$ cat config.mk
export PLATFORM = sky130hd
export DESIGN_NAME = gnr_node_lut
export DESIGN_NICKNAME = d
export VERILOG_FILES = /design/src/rtl/gnr_node_lut.sv
export SDC_FILE = /design/constraint.sdc
export NUM_CORES = 1
export LEC_CHECK = 0
export ABC_CLOCK_PERIOD_IN_PS = 1520
export CORE_ASPECT_RATIO = 1.1
export CORE_MARGIN = 2
export CORE_UTILIZATION = 24
export DETAILED_ROUTE_END_ITERATION = 16
export GPL_TIMING_DRIVEN = 0
export HOLD_SLACK_MARGIN = 0.12
export PLACE_DENSITY = 0.53
export SLEW_MARGIN = 40
export SYNTH_ARGS = -nofsm -noshare
export SYNTH_HDL_FRONTEND = slang
export SYNTH_SLANG_ARGS = --single-unit
$ cat constraint.sdc
create_clock -name clk -period 1.52 [get_ports clk]
set_input_delay 0.152 -clock clk [delete_from_list [all_inputs] [get_ports clk]]
set_output_delay 0.152 -clock clk [all_outputs]
set_load 0.02 [all_outputs]
$ cat src/rtl/gnr_node_lut.sv
// Boolean-network node: NUM_COPIES independent copies of one node. Each copy
// updates through a LUT rule, with a per-copy start divider and stability detection.
module gnr_node_lut #(
   parameter int NUM_COPIES = 2,
   parameter int NUM_INPUTS = 3,
   parameter logic [2**NUM_INPUTS-1:0] LUT = 8'hFE,
   parameter int SKIP_W     = 2,
   parameter int STABLE_W   = 4,
   parameter int STABLE_THR = 3
) (
   input  logic                             clk,
   input  logic                             rst,
   input  logic                             reset_nos,
   input  logic [NUM_COPIES-1:0]            init_state,
   input  logic [NUM_COPIES-1:0]            start,
   input  logic [NUM_COPIES*SKIP_W-1:0]     skip,
   input  logic [NUM_COPIES*NUM_INPUTS-1:0] in_states,
   output logic [NUM_COPIES-1:0]            state,
   output logic [NUM_COPIES-1:0]            changed,
   output logic [NUM_COPIES-1:0]            stable
);

   localparam logic [STABLE_W-1:0] STABLE_MAX = '1;
   localparam logic [STABLE_W-1:0] STABLE_LIM = STABLE_W'(STABLE_THR);

   genvar gi;
   generate
      for (gi = 0; gi < NUM_COPIES; gi++) begin : g_copy
         logic [NUM_INPUTS-1:0] lut_idx;
         logic                  state_next;
         logic                  state_reg;
         logic                  changed_reg;
         logic [SKIP_W-1:0]     cnt_reg;
         logic [STABLE_W-1:0]   stable_cnt_reg;

         assign lut_idx    = in_states[gi*NUM_INPUTS +: NUM_INPUTS];
         assign state_next = LUT[lut_idx];

         always_ff @(posedge clk) begin
            if (rst) begin
               state_reg      <= 1'b0;
               changed_reg    <= 1'b0;
               cnt_reg        <= '0;
               stable_cnt_reg <= '0;
            end else if (reset_nos) begin
               state_reg      <= init_state[gi];
               changed_reg    <= 1'b0;
               cnt_reg        <= '0;
               stable_cnt_reg <= '0;
            end else if (start[gi]) begin
               if (cnt_reg == '0) begin
                  // Update: the skip count is captured only here, so a mid-count
                  // change of skip takes effect at the next reload.
                  state_reg   <= state_next;
                  changed_reg <= (state_next != state_reg);
                  cnt_reg     <= skip[gi*SKIP_W +: SKIP_W];
                  if (state_next != state_reg)
                     stable_cnt_reg <= '0;
                  else if (stable_cnt_reg != STABLE_MAX)
                     stable_cnt_reg <= stable_cnt_reg + STABLE_W'(1);
               end else begin
                  changed_reg <= 1'b0;
                  cnt_reg     <= cnt_reg - SKIP_W'(1);
               end
            end else begin
               changed_reg <= 1'b0;
            end
         end

         assign state[gi]   = state_reg;
         assign changed[gi] = changed_reg;
         assign stable[gi]  = (stable_cnt_reg >= STABLE_LIM);
      end
   endgenerate

endmodule

* After elaboration in Yosys (flattened, before gate mapping) *
Memory sizes are Yosys's and may differ from the RTL's.
Index checks and enable logic that the tools add are counted.

storage, ports and cells
  memories kept = 2
  bits in registers = 16
  bits of input ports = 17
  memory bits (writable) = 0
  bits in latches = 0
  output and inout port bits = 6
  bits in read-only memories = 16
  logic and storage cells = 55

memories
  memory           depth  width  read ports  clocked after memory_dff  wr ports  RTL line  source
  (no name shown)  8      1      1           0                         0         37        assign state_next = LUT[lut_idx];
  (no name shown)  8      1      1           0                         0         37

operators by class
  magnitude comparators = 4
  reductions and logical operators = 15
  bitwise operators = 4
  $mul = 0
  equal/unequal tests = 4
  mux-type cells = 14
  shift operators = 0
  div/mod/pow operators = 0
  add/sub/neg operators = 4

operators with widths
  cell                   number
  $mux W4                4
  $reduce_bool A2 Y1     6
  $add A4 B1 Y4 const B  2
  $ge A4 B2 Y1 const B   2
  $lt A3 B4 Y1 const B   2
  $mux W1                8
  $ne A4 B4 Y1 const B   2
  $reduce_or A4 Y1       2
  $reduce_and A3 Y1      2
  $logic_not A2 Y1       2
  $mux W2                2
  $not A1 Y1             4
  $reduce_and A2 Y1      2
  $sub A2 B1 Y2 const B  2
  $ne A1 B1 Y1           2
  $reduce_or A2 Y1       1

* Longest topological paths before layout *
  depth after elaboration = 5
  mapped depth = 5
  mapped depth without buffers = 5

* Least setup slack after synthesis *
OpenSTA, ideal clock, no wires.

  path type = reg2reg
  start = reg g_copy[0].cnt_reg[1]
  end = reg g_copy[0].state_reg
  stages on the path, launching flop included = 5
  slack = 0.350 ns
  period minus slack after synthesis = 1.170 ns
  arrival time = 1.104 ns
  buffers on the path = 0
  library setup time = 0.066 ns
  data required time = 1.454 ns
  cell sequence = dfxtp_1 -> nor3b_4 -> nor2_1 -> a211o_1 -> a21oi_2

between the ends
  cells in the longest elaborated chain, start to end = 3

RTL lines
  element                       RTL line  source
  start: declaration            33        logic [SKIP_W-1:0] cnt_reg;
  start signal: assignment      56        cnt_reg <= skip[gi*SKIP_W +: SKIP_W];
  start signal: assignment      63        cnt_reg <= cnt_reg - SKIP_W'(1);
  $logic_not A2 Y1              51        if (cnt_reg == '0) begin
  $reduce_bool A2 Y1 (no line)  -
  $reduce_and A2 Y1 (no line)   -
  end signal: assignment        46        state_reg <= init_state[gi];
  end signal: assignment        54        state_reg <= state_next;
  end: declaration              31        logic state_reg;

Every way passes these cells.
A chain may end at the register's enable or synchronous reset.

* Worst setup path in the final report *
  start = reg g_copy[1].changed_reg
  end = out changed[1]

RTL lines
  element                   RTL line  source
  start: declaration        32        logic changed_reg;
  start signal: assignment  55        changed_reg <= (state_next != state_reg);
  end: declaration          19        output logic [NUM_COPIES-1:0] changed,

No word-level cell between the ends.

==> impl_metrics.json <==
{
  "status": "completed",
  "clockBufferDepth": 2,
  "hp-class": "in -> reg",
  "drc": 0,
  "coreArea_mm2": 0.00336,
  "synth_fp_nets": 110,
  "grt_pass1_wl_um": 2950,
  "layout-drive-gt1-share_pct": 22.9,
  "crit_path_end_kind": "output pin",
  "synth_top_area_share_pct": 37.5,
  "clkPwrFrac_pct": 31.6,
  "relSlewSlack_pct": 66.7,
  "htreeDepth": 1,
  "r2r-start": "g_copy[1].state_reg",
  "worst-slew-pin-transition_ns": 0.497,
  "die_h_um": 66.5,
  "cap_violations": 0,
  "portBuffers": 22,
  "dr.pass1.iters": 2,
  "synth_cell_types": 28,
  "ff2ff_setup_slack_ns": 0.20,
  "tritoncts": "built",
  "worst_ir_drop_vdd_mv": 0.278,
  "holdWs_ns": 0.431,
  "skew_ns": 0.00396,
  "synth_area_leaders": "dfxtp_1 (38%), nor3b_4 (4.4%), a31o_1 (4.1%), nor3_4 (3.8%), a21oi_1 (3.5%)",
  "synthCells": 91,
  "yosysSeqAreaShare_pct": 37.5,
  "placed_area_mm2": 0.00113,
  "postRouteAntennaNets": 0,
  "arrival_ns": 1.29,
  "worst_r2r_path_depth": 3,
  "viasPerCell": 4.47,
  "grt_overflow_total": 0,
  "fin_crit_sh_pct": 94.7,
  "wirelength_um": 1690,
  "ys_warn_count": 0,
  "yosys.area.top_type": "dfxtp_1",
  "period_needed_ns": 1.44,
  "critical_path.slowest_cell": "clkdlybuf4s50_1",
  "synth_edf_count": 0,
  "synthTopCellsByCount": "dfxtp_1 (16), nand2_1 (8), nor2_1 (7)",
  "num-nets-final": 138,
  "finalMaxSlewViolations": 0,
  "grt_max_degree": 11,
  "r2r_end": "g_copy[1].stable_cnt_reg[1]",
  "p_sw_share_pct": 24.8,
  "antenna_cells": 0,
  "cts_hold_buf": 0,
  "crit_fanout": 1,
  "p_leak_uw": 0.000455,
  "cts_buffers": 3,
  "pin_count": 23,
  "p_switching_uw": 221,
  "seq_power_share_pct": 49.5,
  "clkTransAtPathRegs_ns": 0.10,
  "fin_setup_tns_ns": 0,
  "worstSkewPairLatency_ns": 0.28,
  "vias": 742,
  "cp.required_ns": 1.37,
  "rsz0062_at_grt": "false",
  "wl_per_cell_um": 10.2,
  "ys_dominant_reg_cell": "dfxtp_1",
  "holdPathStages": 3,
  "dpl.hpwl_um": 1270,
  "cts-root-buf": "clkbuf_4",
  "syn_to_final_growth_pct": 37.4,
  "syn_area_per_cell_um2": 9.38,
  "power_density_mw_per_mm2": 761,
  "synthMostInstantiatedCell": "dfxtp_1",
  "final-setup-viol-count": 0,
  "combPwrFrac_pct": 19.0,
  "intPower_uw": 671,
  "final_area_mm2": 0.00117,
  "clock-sinks": 16,
  "path_cells": "buf_4 -> clkdlybuf4s50_1",
  "grt_pass1_vias": 695,
  "largest_register_ffs": 8,
  "dieArea_mm2": 0.00405,
  "final_hold_viol_count": 0,
  "grt_antenna_before_repair": 0,
  "min_to": "g_copy[0].state_reg",
  "grt_usage_pct": 9.61,
  "gp_congestion": 0.669,
  "max_freq_ghz": 0.694,
  "min_from": "init_state[0]",
  "first_iter_violations": 35,
  "critical_path_class": "reg -> out",
  "syn_area_um2": 853,
  "rows": 22,
  "die_w_um": 60.9,
  "async_flop_share_pct": 0,
  "initial_core_util_pct": 25.4,
  "max_stage_delay_ns": 0.59,
  "cp-start-kind": "flop",
  "ys_seq_elements": 16
}
-- what timing repair did --
action / CTS / global route
pin swaps: 0 / 0
gates resized for setup: 11 / 3
buffers inserted: 0 / 1
endpoints found under the setup margin: 4 / 2
-- layer usage --
layer | GRT usage, % | up-vias | wire (µm)
met2 | 16.4 | 12 | 866
li1 | - | 381 | -
met3 | 1.75 | 2 | 59
met1 | 10.8 | 347 | 739
met4 | 5.71 | 0 | 27
met5 | 0 | - | 0
-- cells by family (layout without fill, tap and decap cells) --
family	Yosys count	count (layout)	synth area share (%)
muxes	2	2	2.35
adders and majority gates	2	2	2.93
and+or+nand+nor	40	40	29.3
AOI/OAI and AO/OA	24	24	20.8
buffers and inverters	5	32	4.11
xor gates and xnor gates	2	2	2.93
DFF	16	16	37.5
-- stage by stage --
step	power [µW]	std cells	util, %	worst slack, ns
after global routing	955	166	34.9	0.00976
after CTS	911	165	34.5	0.0264
after detailed placement	624	161	33.8	-0.180
after global placement	621	161	33.8	-0.133
final	892	166	34.9	0.0799
after floorplan	547	91	-	0.350
-- worst max-delay path by stage --
| stage | to | cells after the start | slack [ns] | startpoint |
|---|---|---|---|---|
| floorplan | g_copy[0].state_reg | 4 | 0.35 | g_copy[0].cnt_reg[1] |
| finish | changed[1] | 2 | 0.08 | g_copy[1].changed_reg |
| global route | stable[0] | 3 | 0.01 | g_copy[0].stable_cnt_reg[0] |
| global placement | g_copy[1].stable_cnt_reg[1] | 5 | -0.13 | in_states[3] |
| detailed placement | g_copy[1].stable_cnt_reg[1] | 5 | -0.18 | in_states[3] |
| CTS | stable[0] | 3 | 0.03 | g_copy[0].stable_cnt_reg[0] |
-- critical path, delay by kind of cell (launching register included) --
| family | cells | cell delay, ns |
|---|---|---|
| buffers and inverters | 2 | 0.68 |
| DFF | 1 | 0.32 |
-- area by class of cell --
| cell class | instances | area, µm² |
|---|---|---|
| Fill cell | 371 | 2190 |
| Multi-Input combinational cell | 70 | 503 |
| Sequential cell | 16 | 323 |
| Timing Repair Buffer | 23 | 215 |
| Tap cell | 48 | 60.1 |
| Clock buffer | 4 | 36.3 |
| Buffer | 5 | 35.0 |
-- power groups by stage --
stage | clock network [µW] | registers, µW | logic, µW
after floorplan | 0 | 450 | 97.3
after global placement | 0 | 451 | 170
after detailed placement | 0 | 452 | 172
after CTS | 299 | 442 | 170
after global routing | 324 | 444 | 188
final | 282 | 442 | 169
-- placed cells by master (no fill, tap or decap), types with 3 or more instances in the layout --
cell type         n
a21oi_1           6
a31o_1            4
and3_1            4
buf_2             3
buf_4             5
clkbuf_4          3
clkdlybuf4s50_1  18
dfxtp_1          14
nand2_1           8
nor2_1            7
nor2b_1           4
nor3_1            4
Note: power is estimated with default switching activity, not from simulation.
